`src/rtl/mtm_alu_serializer.sv`:
```
// mtm_alu_serializer: shifts a captured 55-bit ALU result packet out MSB-first
// on one serial line. Normal packets send all five 11-bit words; error packets
// (CTL data bit 7 set) send only the CTL word. The line idles high, and
// optional idle-high gaps can be inserted between the words of a packet.
module mtm_alu_serializer #(
  parameter int CLKS_PER_BIT = 1,
  parameter int GAP_BITS     = 0
) (
  input  logic        clk,
  input  logic        rst_n,      // active-high synchronous reset (name kept from the core)
  input  logic [54:0] ALU_out,
  input  logic        data_ready,
  output logic        sout,
  output logic        busy,
  output logic        done,
  output logic        overrun
);

  localparam int CLK_W   = (CLKS_PER_BIT > 1) ? $clog2(CLKS_PER_BIT) : 1;
  localparam int GAP_CYC = GAP_BITS * CLKS_PER_BIT;
  localparam int GAP_W   = (GAP_CYC > 1) ? $clog2(GAP_CYC) : 1;

  localparam logic [CLK_W-1:0] CLK_LAST = CLK_W'(CLKS_PER_BIT - 1);
  localparam logic [CLK_W-1:0] CLK_ONE  = CLK_W'(1);
  localparam logic [GAP_W-1:0] GAP_LAST = GAP_W'((GAP_CYC > 0) ? (GAP_CYC - 1) : 0);
  localparam logic [GAP_W-1:0] GAP_ONE  = GAP_W'(1);

  typedef enum logic [1:0] {
    S_IDLE  = 2'd0,
    S_SHIFT = 2'd1,
    S_GAP   = 2'd2
  } state_t;

  state_t           r_state;
  logic [54:0]      r_shift;
  logic [3:0]       r_bit_cnt;
  logic [2:0]       r_word_cnt;
  logic [CLK_W-1:0] r_clk_cnt;
  logic [GAP_W-1:0] r_gap_cnt;
  logic             r_sout;
  logic             r_busy;
  logic             r_done;
  logic             r_overrun;

  logic             w_is_error;
  logic [54:0]      w_load;
  logic [54:0]      w_shifted;
  logic             w_bit_end;

  // CTL word is {start, type, data[7:0], stop}; its data bit 7 sits at ALU_out[8].
  assign w_is_error = ALU_out[8];
  // An error packet keeps only the CTL word, left-aligned so it goes out first.
  assign w_load     = w_is_error ? {ALU_out[10:0], {44{1'b1}}} : ALU_out;
  assign w_shifted  = {r_shift[53:0], 1'b1};
  assign w_bit_end  = (r_clk_cnt == CLK_LAST);

  // Main FSM: capture, shift, gap; all outputs registered alongside the state.
  always_ff @(posedge clk) begin
    if (rst_n) begin
      r_state    <= S_IDLE;
      r_shift    <= '0;
      r_bit_cnt  <= '0;
      r_word_cnt <= '0;
      r_clk_cnt  <= '0;
      r_gap_cnt  <= '0;
      r_sout     <= 1'b1;
      r_busy     <= 1'b0;
      r_done     <= 1'b0;
      r_overrun  <= 1'b0;
    end else begin
      r_done <= 1'b0;
      // A packet offered while a transfer is in flight is dropped and flagged.
      if (data_ready && (r_state != S_IDLE)) begin
        r_overrun <= 1'b1;
      end
      case (r_state)
        S_IDLE: begin
          r_sout <= 1'b1;
          if (data_ready) begin
            r_shift    <= w_load;
            r_word_cnt <= w_is_error ? 3'd4 : 3'd0;
            r_bit_cnt  <= '0;
            r_clk_cnt  <= '0;
            r_gap_cnt  <= '0;
            r_sout     <= w_load[54];
            r_busy     <= 1'b1;
            r_state    <= S_SHIFT;
          end
        end
        S_SHIFT: begin
          if (w_bit_end) begin
            r_clk_cnt <= '0;
            r_shift   <= w_shifted;
            if (r_bit_cnt == 4'd10) begin
              r_bit_cnt <= '0;
              if (r_word_cnt == 3'd4) begin
                r_word_cnt <= '0;
                r_state    <= S_IDLE;
                r_busy     <= 1'b0;
                r_done     <= 1'b1;
                r_sout     <= 1'b1;
              end else if (GAP_BITS > 0) begin
                r_word_cnt <= r_word_cnt + 3'd1;
                r_state    <= S_GAP;
                r_sout     <= 1'b1;
              end else begin
                r_word_cnt <= r_word_cnt + 3'd1;
                r_sout     <= r_shift[53];
              end
            end else begin
              r_bit_cnt <= r_bit_cnt + 4'd1;
              r_sout    <= r_shift[53];
            end
          end else begin
            r_clk_cnt <= r_clk_cnt + CLK_ONE;
          end
        end
        S_GAP: begin
          // The shift register already holds the next word's MSB at bit 54.
          if (r_gap_cnt == GAP_LAST) begin
            r_gap_cnt <= '0;
            r_clk_cnt <= '0;
            r_state   <= S_SHIFT;
            r_sout    <= r_shift[54];
          end else begin
            r_gap_cnt <= r_gap_cnt + GAP_ONE;
          end
        end
        default: begin
          r_state <= S_IDLE;
          r_busy  <= 1'b0;
          r_sout  <= 1'b1;
        end
      endcase
    end
  end

  assign sout    = r_sout;
  assign busy    = r_busy;
  assign done    = r_done;
  assign overrun = r_overrun;

endmodule

```
`config.mk`:
```
export PLATFORM = sky130hd
export DESIGN_NAME = mtm_alu_serializer
export DESIGN_NICKNAME = d
export VERILOG_FILES = /design/src/rtl/mtm_alu_serializer.sv
export SDC_FILE = /design/constraint.sdc
export NUM_CORES = 1
export LEC_CHECK = 0
export BUFFER_PORTS_ARGS = -buffer_cell sky130_fd_sc_hd__clkbuf_2
export CAP_MARGIN = 15
export CORE_ASPECT_RATIO = 0.6
export CORE_MARGIN = 10
export CORE_UTILIZATION = 51
export CTS_CLUSTER_SIZE = 16
export DETAILED_ROUTE_END_ITERATION = 8
export PLACE_DENSITY_LB_ADDON = 0.1
export SYNTH_ARGS = -nofsm -noshare
export SYNTH_HDL_FRONTEND = slang
export SYNTH_SLANG_ARGS = --single-unit
```
`constraint.sdc`:
```
create_clock -name clk -period 1.7 [get_ports clk]
set_clock_uncertainty 0.1 [all_clocks]
set_input_delay 0.34 -clock clk [delete_from_list [all_inputs] [get_ports clk]]
set_output_delay 0.34 -clock clk [all_outputs]
set_load 0.02 [all_outputs]
```
==> results of run 1 <==
-- worst max-delay path by stage --
| stage | startpoint | end | slack, ns | cells past startpoint |
|---|---|---|---|---|
| 2_1_floorplan | r_word_cnt[0]$_SDFFE_PP0P_ | r_word_cnt[2]$_SDFFE_PP0P_ | 0.26 | 5 |
| 3_3_place_gp | data_ready | r_shift[8]$_SDFFE_PP0P_ | 0.19 | 5 |
| 3_5_place_dp | data_ready | r_shift[8]$_SDFFE_PP0P_ | 0.18 | 5 |
| 4_1_cts | busy$_SDFFE_PP0P_ | busy | 0.12 | 2 |
| 5_1_grt | r_bit_cnt[0]$_SDFFE_PP0P_ | r_word_cnt[1]$_SDFFE_PP0P_ | 0.08 | 5 |
| 6_report | busy$_SDFFE_PP0P_ | busy | 0.14 | 2 |
-- area by class of cell --
class | count | area [um2]
clock buffer | 11 | 151
tap | 80 | 100
timing repair buffer | 78 | 470
inverter | 6 | 22.5
clock inverter | 5 | 77.6
multi-input combinational | 243 | 1540
sequential | 65 | 1300
fill | 507 | 2040
-- cell usage after synthesis, types with 2 or more instances --
master,count,share of area (%)
dfxtp_1,65,42
a21oi_1,58,9.5
nand2_1,58,7.1
o221ai_1,19,5.4
clkbuf_1,15,1.8
nor2_1,15,1.8
or2_2,14,2.9
mux2i_1,10,3.3
o221ai_2,10,4.9
a211o_1,9,2.6
buf_2,9,1.5
o311ai_1,9,2.6
buf_4,6,1.5
inv_1,5,0.61
o311ai_0,5,1.4
ha_1,4,1.6
nand2b_1,4,0.82
nand3_1,4,0.65
nor2b_1,3,0.61
o21ai_0,3,0.49
a31oi_1,2,0.41
buf_6,2,0.73
nand4b_1,2,0.57
nor3_1,2,0.33
o32ai_1,2,0.57
-- power by group through the flow --
| stage | Clock (mW) | Combinational [mW] | Sequential, mW |
|---|---|---|---|
| floorplan | 0 | 0.373 | 1.72 |
| global placement | 0 | 0.527 | 1.73 |
| detailed placement | 0 | 0.534 | 1.73 |
| CTS | 1.51 | 0.535 | 1.70 |
| global route | 1.58 | 0.603 | 1.72 |
| finish | 1.48 | 0.535 | 1.70 |
-- stage by stage --
step           worst slack [ns]  hold slack (ns)
2_1_floorplan             0.263            0.327
3_3_place_gp              0.188            0.341
3_5_place_dp              0.181            0.346
4_1_cts                   0.122            0.223
5_1_grt                  0.0750            0.229
6_report                  0.139            0.232
-- routing by layer --
layer / GRT usage [%] / vias up
met5: 0 / -
met4: 5.16 / 0
met3: 6.35 / 11
met2: 22.2 / 82
met1: 22.0 / 1215
li1: - / 1382
-- tightest hold or removal path, cell delays in order --
cell	delay, ns
clkbuf_2	0.09
o221ai_2	0.13
a21oi_1	0.07
-- state kept, by name, indices dropped and copies added, names as in the netlist --
name / count
done: 1
r_shift: 54
r_word_cnt: 3
r_bit_cnt: 4
busy: 1
sout: 1
overrun: 1
-- cells by family (layout without fill, tap and decap cells) --
family | after synthesis | count (layout) | synth area share [%]
compound gates | 121 | 121 | 28.9
fa+ha+maj | 4 | 4 | 1.63
buf+inv | 40 | 100 | 7.38
flops | 65 | 65 | 42.4
mux | 11 | 11 | 3.63
simple gates | 107 | 107 | 16.1
==> flow_summary.json, run 1 <==
{
  "status": "finished, final reports clean",
  "cts_tree": "built",
  "clkTransAtPathRegs_ns": 0.07,
  "design.core.area_um2": 5700,
  "die_y_um": 80.1,
  "wl_met1_um": 3880,
  "slew_headroom_pct": 65.6,
  "gp_congestion": 0.796,
  "fin_util_pct": 64.3,
  "clockBufferDepth": 2,
  "p_sw_share_pct": 24.9,
  "grt_max_degree": 30,
  "synth_enable_flop_cells": 0,
  "avgViaCountPerCell": 5.51,
  "min_to": "r_shift[43]$_SDFFE_PP0P_",
  "die-area_um2": 9620,
  "r2r_start": "r_word_cnt[0]$_SDFFE_PP0P_",
  "p_switching_mw": 0.928,
  "period_needed_ns": 1.56,
  "io_pins": 62,
  "crit_chain": "buf_4 -> clkbuf_2",
  "crit_type": "reg2out",
  "post-place-cells": 472,
  "pwr-share-comb_pct": 14.4,
  "syn2layout_area_growth_pct": 19.4,
  "setup_tns_ns": 0,
  "row_count": 21,
  "drc": 0,
  "maxSlewViolCount": 0,
  "finalNetCount": 465,
  "rrSetupSlack_ns": 0.18,
  "start_kind": "flop",
  "final_cell_mix": "dfxtp_1 (64), clkbuf_2 (61), nand2_1 (58), a21oi_1 (58), o221ai_1 (19)",
  "placed_area_um2": 3440,
  "worstSetupEndpointType": "primary output",
  "cts_buffers": 9,
  "critical-path-max-stage-delay_ns": 0.39,
  "gr-usage-all-layers_pct": 16.0,
  "ys_warn_count": 0,
  "rsz0062_at_grt": "false",
  "initial_core_util_pct": 53.8,
  "hold_viol_final": 0,
  "seq_power_share_pct": 45.8,
  "synth_ff_type": "dfxtp_1",
  "clkLatencyLatePin_ns": 0.34,
  "highest_layer": "met4",
  "worstReg2RegEnd": "r_word_cnt[2]$_SDFFE_PP0P_",
  "synth_area_um2": 3070,
  "cts.sinks": 65,
  "post-route-period-util_pct": 91.8,
  "die_width_um": 120,
  "wl_met3_um": 607,
  "grt_pass1_vias": 2633,
  "vias": 2690,
  "crit_fanout": 13,
  "hold_class": "in2reg",
  "critPathSlowestCell": "dfxtp_2",
  "final-instance-count-excl-fill": 488,
  "required_ns": 1.26,
  "clkPwrFrac_pct": 39.9,
  "io_buffers": 61,
  "min_from": "ALU_out[43]",
  "antenna_found_initial": 0,
  "syn-instance-count": 348,
  "drtPass1Iterations": 4,
  "diodes": 0,
  "synth.distinct_cells": 38,
  "powerDensity_nw_per_um2": 1010,
  "layout-drive-gt1-share_pct": 30.1,
  "max_freq_ghz": 0.641,
  "ys_seq_area_share_pct": 42.4,
  "wl_um": 7540,
  "dp_hpwl_um": 5280,
  "cts_hold_buf": 0,
  "synth.net_count": 410,
  "vdd_drop_max_v": 0.000548,
  "drt_iter0_drc": 189,
  "critPathBufInv": 2,
  "yosys_register_bits": 65,
  "final_common_cell": "dfxtp_1",
  "synth.avg_cell_area_um2": 8.82,
  "synthArstFlopShare_pct": 0,
  "cts_setup_buffers": 0,
  "grt_pass1_wl_um": 12700,
  "post_cts_resized": 0,
  "min_path_cells": 3,
  "cp.arrival_ns": 1.12,
  "ant_nets": 0,
  "internal_power_mw": 2.79,
  "reg2regPathDepth": 5,
  "wl_met2_um": 2970,
  "total_power_mw": 3.72,
  "wire_per_inst_um": 15.4,
  "worst_pin_slew_ns": 0.516,
  "setup_viol": 0,
  "grt_overflow": 0,
  "design_area_um2": 3670,
  "maxCapViolCount": 0,
  "p_leak_nw": 1.47,
  "cts-root-buf": "clkbuf_8",
  "htreeDepth": 3,
  "cpLargestDelayFamily": "flip-flops"
}
Power figures use the tool's default switching activity.
==> inputs of run 2 (changes only) <==
Settings changed: PLACE_DENSITY set to 0.74, PLACE_DENSITY_LB_ADDON 0.1 to not set.
==> run 2 against run 1 <==
Sequential power is essentially flat. Critical path type unchanged. Global-route usage grew 0.12 points. Critical path depth is the same. Final cell count shrank 0.61%. Via count grew 1.2%. Utilization shrank 0.37 points. Design area shrank 0.58%. First-iteration DRC count shrank 17%. Die area is the same. Sequential cell count is the same.
==> flow_summary.json, run 2 (same netlist as run 1, synthesis figures left out) <==
{
  "cts-root-buf": "clkbuf_8",
  "clkPwrFrac_pct": 37.3,
  "dp_hpwl_um": 5470,
  "post-route-period-util_pct": 91.7,
  "seq_power_share_pct": 47.6,
  "syn2layout_area_growth_pct": 18.8,
  "drc": 0,
  "worst_pin_slew_ns": 0.533,
  "grt_max_degree": 43,
  "clockBufferDepth": 2,
  "crit_type": "reg2out",
  "avgViaCountPerCell": 5.61,
  "p_sw_share_pct": 26.9,
  "clkLatencyLatePin_ns": 0.34,
  "largest_reg_flops": 54,
  "setup_viol": 0,
  "antenna_found_initial": 0,
  "grt_pass1_vias": 2706,
  "finalNetCount": 462,
  "io_buffers": 61,
  "maxCapViolCount": 0,
  "cts_buffers": 9,
  "post-place-cells": 469,
  "setup_tns_ns": 0,
  "p_leak_nw": 1.45,
  "die-area_um2": 9620,
  "cp.arrival_ns": 1.12,
  "placed_area_um2": 3440,
  "period_needed_ns": 1.56,
  "r2r_start": "r_word_cnt[0]$_SDFFE_PP0P_",
  "internal_power_mw": 2.61,
  "initial_core_util_pct": 53.8,
  "cts.sinks": 65,
  "io_pins": 62,
  "htreeDepth": 3,
  "wl_um": 7720,
  "final-instance-count-excl-fill": 485,
  "fin_util_pct": 63.9,
  "max_freq_ghz": 0.642,
  "design_area_um2": 3640,
  "required_ns": 1.26,
  "cts_hold_buf": 0,
  "drt_iter0_drc": 156,
  "grt_overflow": 0,
  "post_cts_resized": 0,
  "critPathLaunch": "busy$_SDFFE_PP0P_",
  "vias": 2721,
  "total_power_mw": 3.57,
  "cts_tree": "built",
  "row_count": 21,
  "grt_pass1_wl_um": 12900,
  "slew_headroom_pct": 64.5,
  "wire_per_inst_um": 15.9,
  "crit_fanout": 16,
  "final_common_cell": "dfxtp_1",
  "pwr-share-comb_pct": 15.1,
  "clkTransAtPathRegs_ns": 0.08,
  "final_cell_mix": "dfxtp_1 (64), clkbuf_2 (61), nand2_1 (58), a21oi_1 (58), o221ai_1 (19)",
  "diodes": 0,
  "hold_class": "in2reg",
  "hold_viol_final": 0,
  "regMostFlops": "r_shift",
  "gr-usage-all-layers_pct": 16.1,
  "status": "finished, final reports clean",
  "largestRegisters": "r_shift x54, r_bit_cnt x4, r_word_cnt x3",
  "start_kind": "flop",
  "die_width_um": 120,
  "rsz0062_at_grt": "false",
  "vdd_drop_max_v": 0.000723,
  "worstSetupEndpointType": "primary output",
  "gp_congestion": 0.800,
  "p_switching_mw": 0.961,
  "maxSlewViolCount": 0,
  "layout-drive-gt1-share_pct": 29.6,
  "min_from": "ALU_out[54]",
  "cts_setup_buffers": 0,
  "drtPass1Iterations": 4,
  "powerDensity_nw_per_um2": 980,
  "ant_nets": 0,
  "die_y_um": 80.1,
  "design.core.area_um2": 5700
}
-- run 2: final cells by class --
cell class	instances	area, um2
clock inverters	6	67.6
repair buffers	75	473
fillers	508	2060
well taps	80	100
flip-flops and latches	65	1300
multi-input cells	243	1540
inverters	6	22.5
clock buffers	10	138
-- run 2: power by group through the flow --
stage          logic, mW  registers (mW)  clock network [mW]
2_1_floorplan      0.373            1.72                   0
3_3_place_gp       0.526            1.73                   0
3_5_place_dp       0.539            1.73                   0
4_1_cts            0.543            1.70                1.36
5_1_grt            0.603            1.71                1.42
6_report           0.540            1.70                1.33
-- run 2: final timing paths --
check                               end  slack, ns  depth (start not counted)
min                     sout$_SDFF_PP1_       0.23                          4
min reg2reg     r_shift[9]$_SDFFE_PP0P_       0.35                          2
max                                busy       0.14                          2
max reg2reg  r_word_cnt[2]$_SDFFE_PP0P_       0.19                          5
-- run 2: worst max-delay path, cell delays in order (launching register included) --
cell and delay, ns:
dfxtp_2 0.36, buf_4 0.21, clkbuf_2 0.20
-- run 2: per-layer routing --
metal / vias up / wire length [um] / global-route usage [%]
li1: 1376 / - / -
met1: 1262 / 3680 / 20.9
met2: 75 / 3480 / 24.9
met3: 8 / 470 / 5.03
met4: 0 / 89 / 5.76
met5: - / 0 / 0
-- run 2: metrics by stage --
stage	hold WS, ns	worst slack [ns]
2_1_floorplan	0.327	0.263
3_3_place_gp	0.333	0.216
3_5_place_dp	0.348	0.191
4_1_cts	0.219	0.127
5_1_grt	0.233	0.0674
6_report	0.228	0.142
==> inputs of run 3 (changes only) <==
Settings changed: CELL_PAD_IN_SITES_DETAIL_PLACEMENT set to 2, CELL_PAD_IN_SITES_GLOBAL_PLACEMENT set to 2, CORE_UTILIZATION 51 to 32, PLACE_DENSITY 0.74 to 0.77.
==> run 3 against run 2 <==
Sequential power about the same. Largest cell class unchanged. Utilization decreased by 23 points. Design area up 3.4%. Critical path type unchanged. Worst setup slack got worse by 0.035 ns. Routed wire length rose by 29%. Sequential cell count is the same. Sequential share of layout area down 1.1 points.
==> flow_summary.json, run 3 (same netlist as run 1, synthesis figures left out) <==
{
  "largestRegisters": "r_shift x54, r_bit_cnt x4, r_word_cnt x3",
  "syn2layout_area_growth_pct": 22.8,
  "p_leak_nw": 1.48,
  "critPathBufInv": 2,
  "gp_congestion": 0.710,
  "largest_reg_flops": 54,
  "maxSlewViolCount": 0,
  "drc": 0,
  "final-instance-count-excl-fill": 532,
  "avgViaCountPerCell": 5.26,
  "worst_pin_slew_ns": 0.351,
  "diodes": 0,
  "cp.arrival_ns": 1.15,
  "required_ns": 1.26,
  "rsz0062_at_grt": "false",
  "hold_class": "in2reg",
  "finalNetCount": 462,
  "drt_iter0_drc": 147,
  "design.core.area_um2": 9260,
  "io_pins": 62,
  "layout_setup_ws_ns": 0.106,
  "post-route-period-util_pct": 93.7,
  "drtPass1Iterations": 4,
  "clkLatencyLatePin_ns": 0.33,
  "antenna_found_initial": 0,
  "post-place-cells": 519,
  "critPathSlowestCell": "dfxtp_4",
  "wl_um": 9960,
  "row_count": 27,
  "initial_core_util_pct": 33.2,
  "clockBufferDepth": 2,
  "preCtsSetupSlack_ns": 0.140,
  "crit_type": "reg2out",
  "die-area_um2": 14000,
  "slew_headroom_pct": 76.3,
  "hold_viol_final": 0,
  "die_y_um": 95.9,
  "start_kind": "flop",
  "setup_viol": 0,
  "cts_buffers": 9,
  "setup_tns_ns": 0,
  "crit_fanout": 29,
  "status": "finished, final reports clean",
  "io_buffers": 61,
  "vdd_drop_max_v": 0.000447,
  "max_freq_ghz": 0.628,
  "clkTransAtPathRegs_ns": 0.05,
  "final_cell_mix": "dfxtp_1 (64), clkbuf_2 (61), nand2_1 (58), a21oi_1 (58), o221ai_1 (19)",
  "grt_max_degree": 41,
  "die_width_um": 146,
  "final_common_cell": "dfxtp_1",
  "ant_nets": 0,
  "cts_tree": "built",
  "dp_hpwl_um": 7040,
  "period_needed_ns": 1.59,
  "wire_per_inst_um": 18.7,
  "grt_pass1_wl_um": 16600,
  "cts.sinks": 65,
  "grt_overflow": 0,
  "gr-usage-all-layers_pct": 14.6,
  "grt_pass1_vias": 3128,
  "worstSetupEndpointType": "primary output",
  "vias": 2796,
  "rrSetupSlack_ns": 0.13,
  "total_power_mw": 3.90,
  "regMostFlops": "r_shift",
  "crit_chain": "buf_12 -> clkbuf_2",
  "critical-path-max-stage-delay_ns": 0.42,
  "powerDensity_nw_per_um2": 1040,
  "htreeDepth": 3,
  "layout-drive-gt1-share_pct": 28.6,
  "cpLargestDelayFamily": "flip-flops",
  "cts-root-buf": "clkbuf_16",
  "maxCapViolCount": 0
}
## run 3: final timing paths
check / from / end / depth (start not counted)
worst min register to register: r_shift[4]$_SDFFE_PP0P_ / r_shift[5]$_SDFFE_PP0P_ / 2
worst min-delay path: rst_n / r_word_cnt[0]$_SDFFE_PP0P_ / 2
worst max-delay path: busy$_SDFFE_PP0P_ / busy / 2
worst max register to register: r_bit_cnt[0]$_SDFFE_PP0P_ / r_word_cnt[1]$_SDFFE_PP0P_ / 5
## run 3: report_power, final
group | total, mW | internal [mW] | switching (mW)
clock network | 1.62 | 0.999 | 0.624
logic | 0.566 | 0.261 | 0.305
registers | 1.71 | 1.64 | 0.0712
total | 3.90 | 2.90 | 1.00
## run 3: per-layer routing
layer  share of wire, %  routed length (um)  track usage (%)
met1                 48                4820             18.3
met2                 48                4770             24.4
met3                2.9                 291             4.17
met4               0.78                  78             3.73
met5                  0                   0                0
## run 3: through the flow
| step | hold WS (ns) | instance area [um2] | utilization (%) |
|---|---|---|---|
| finish | 0.245 | 3770 | 40.7 |
| global route | 0.253 | 3770 | 40.7 |
| CTS | 0.231 | 3770 | 40.7 |
| detailed placement | 0.356 | 3510 | 38.0 |
| global placement | 0.338 | 3510 | 38.0 |
| floorplan | 0.327 | 3070 | - |
## run 3: final cells by class
type,count,area [um2]
flip-flops and latches,65,1310
clock buffers,12,246
well taps,130,163
fillers,1050,5490
multi-input cells,243,1540
repair buffers,75,485
inverters,6,22.5
clock inverters,1,5.00
## run 3: what timing repair did
item	4_1_cts	5_1_grt
setup endpoints to repair	0	1
setup buffers	0	0
hold buffers	0	0
gates resized for setup	0	1
hold endpoints to repair	0	0
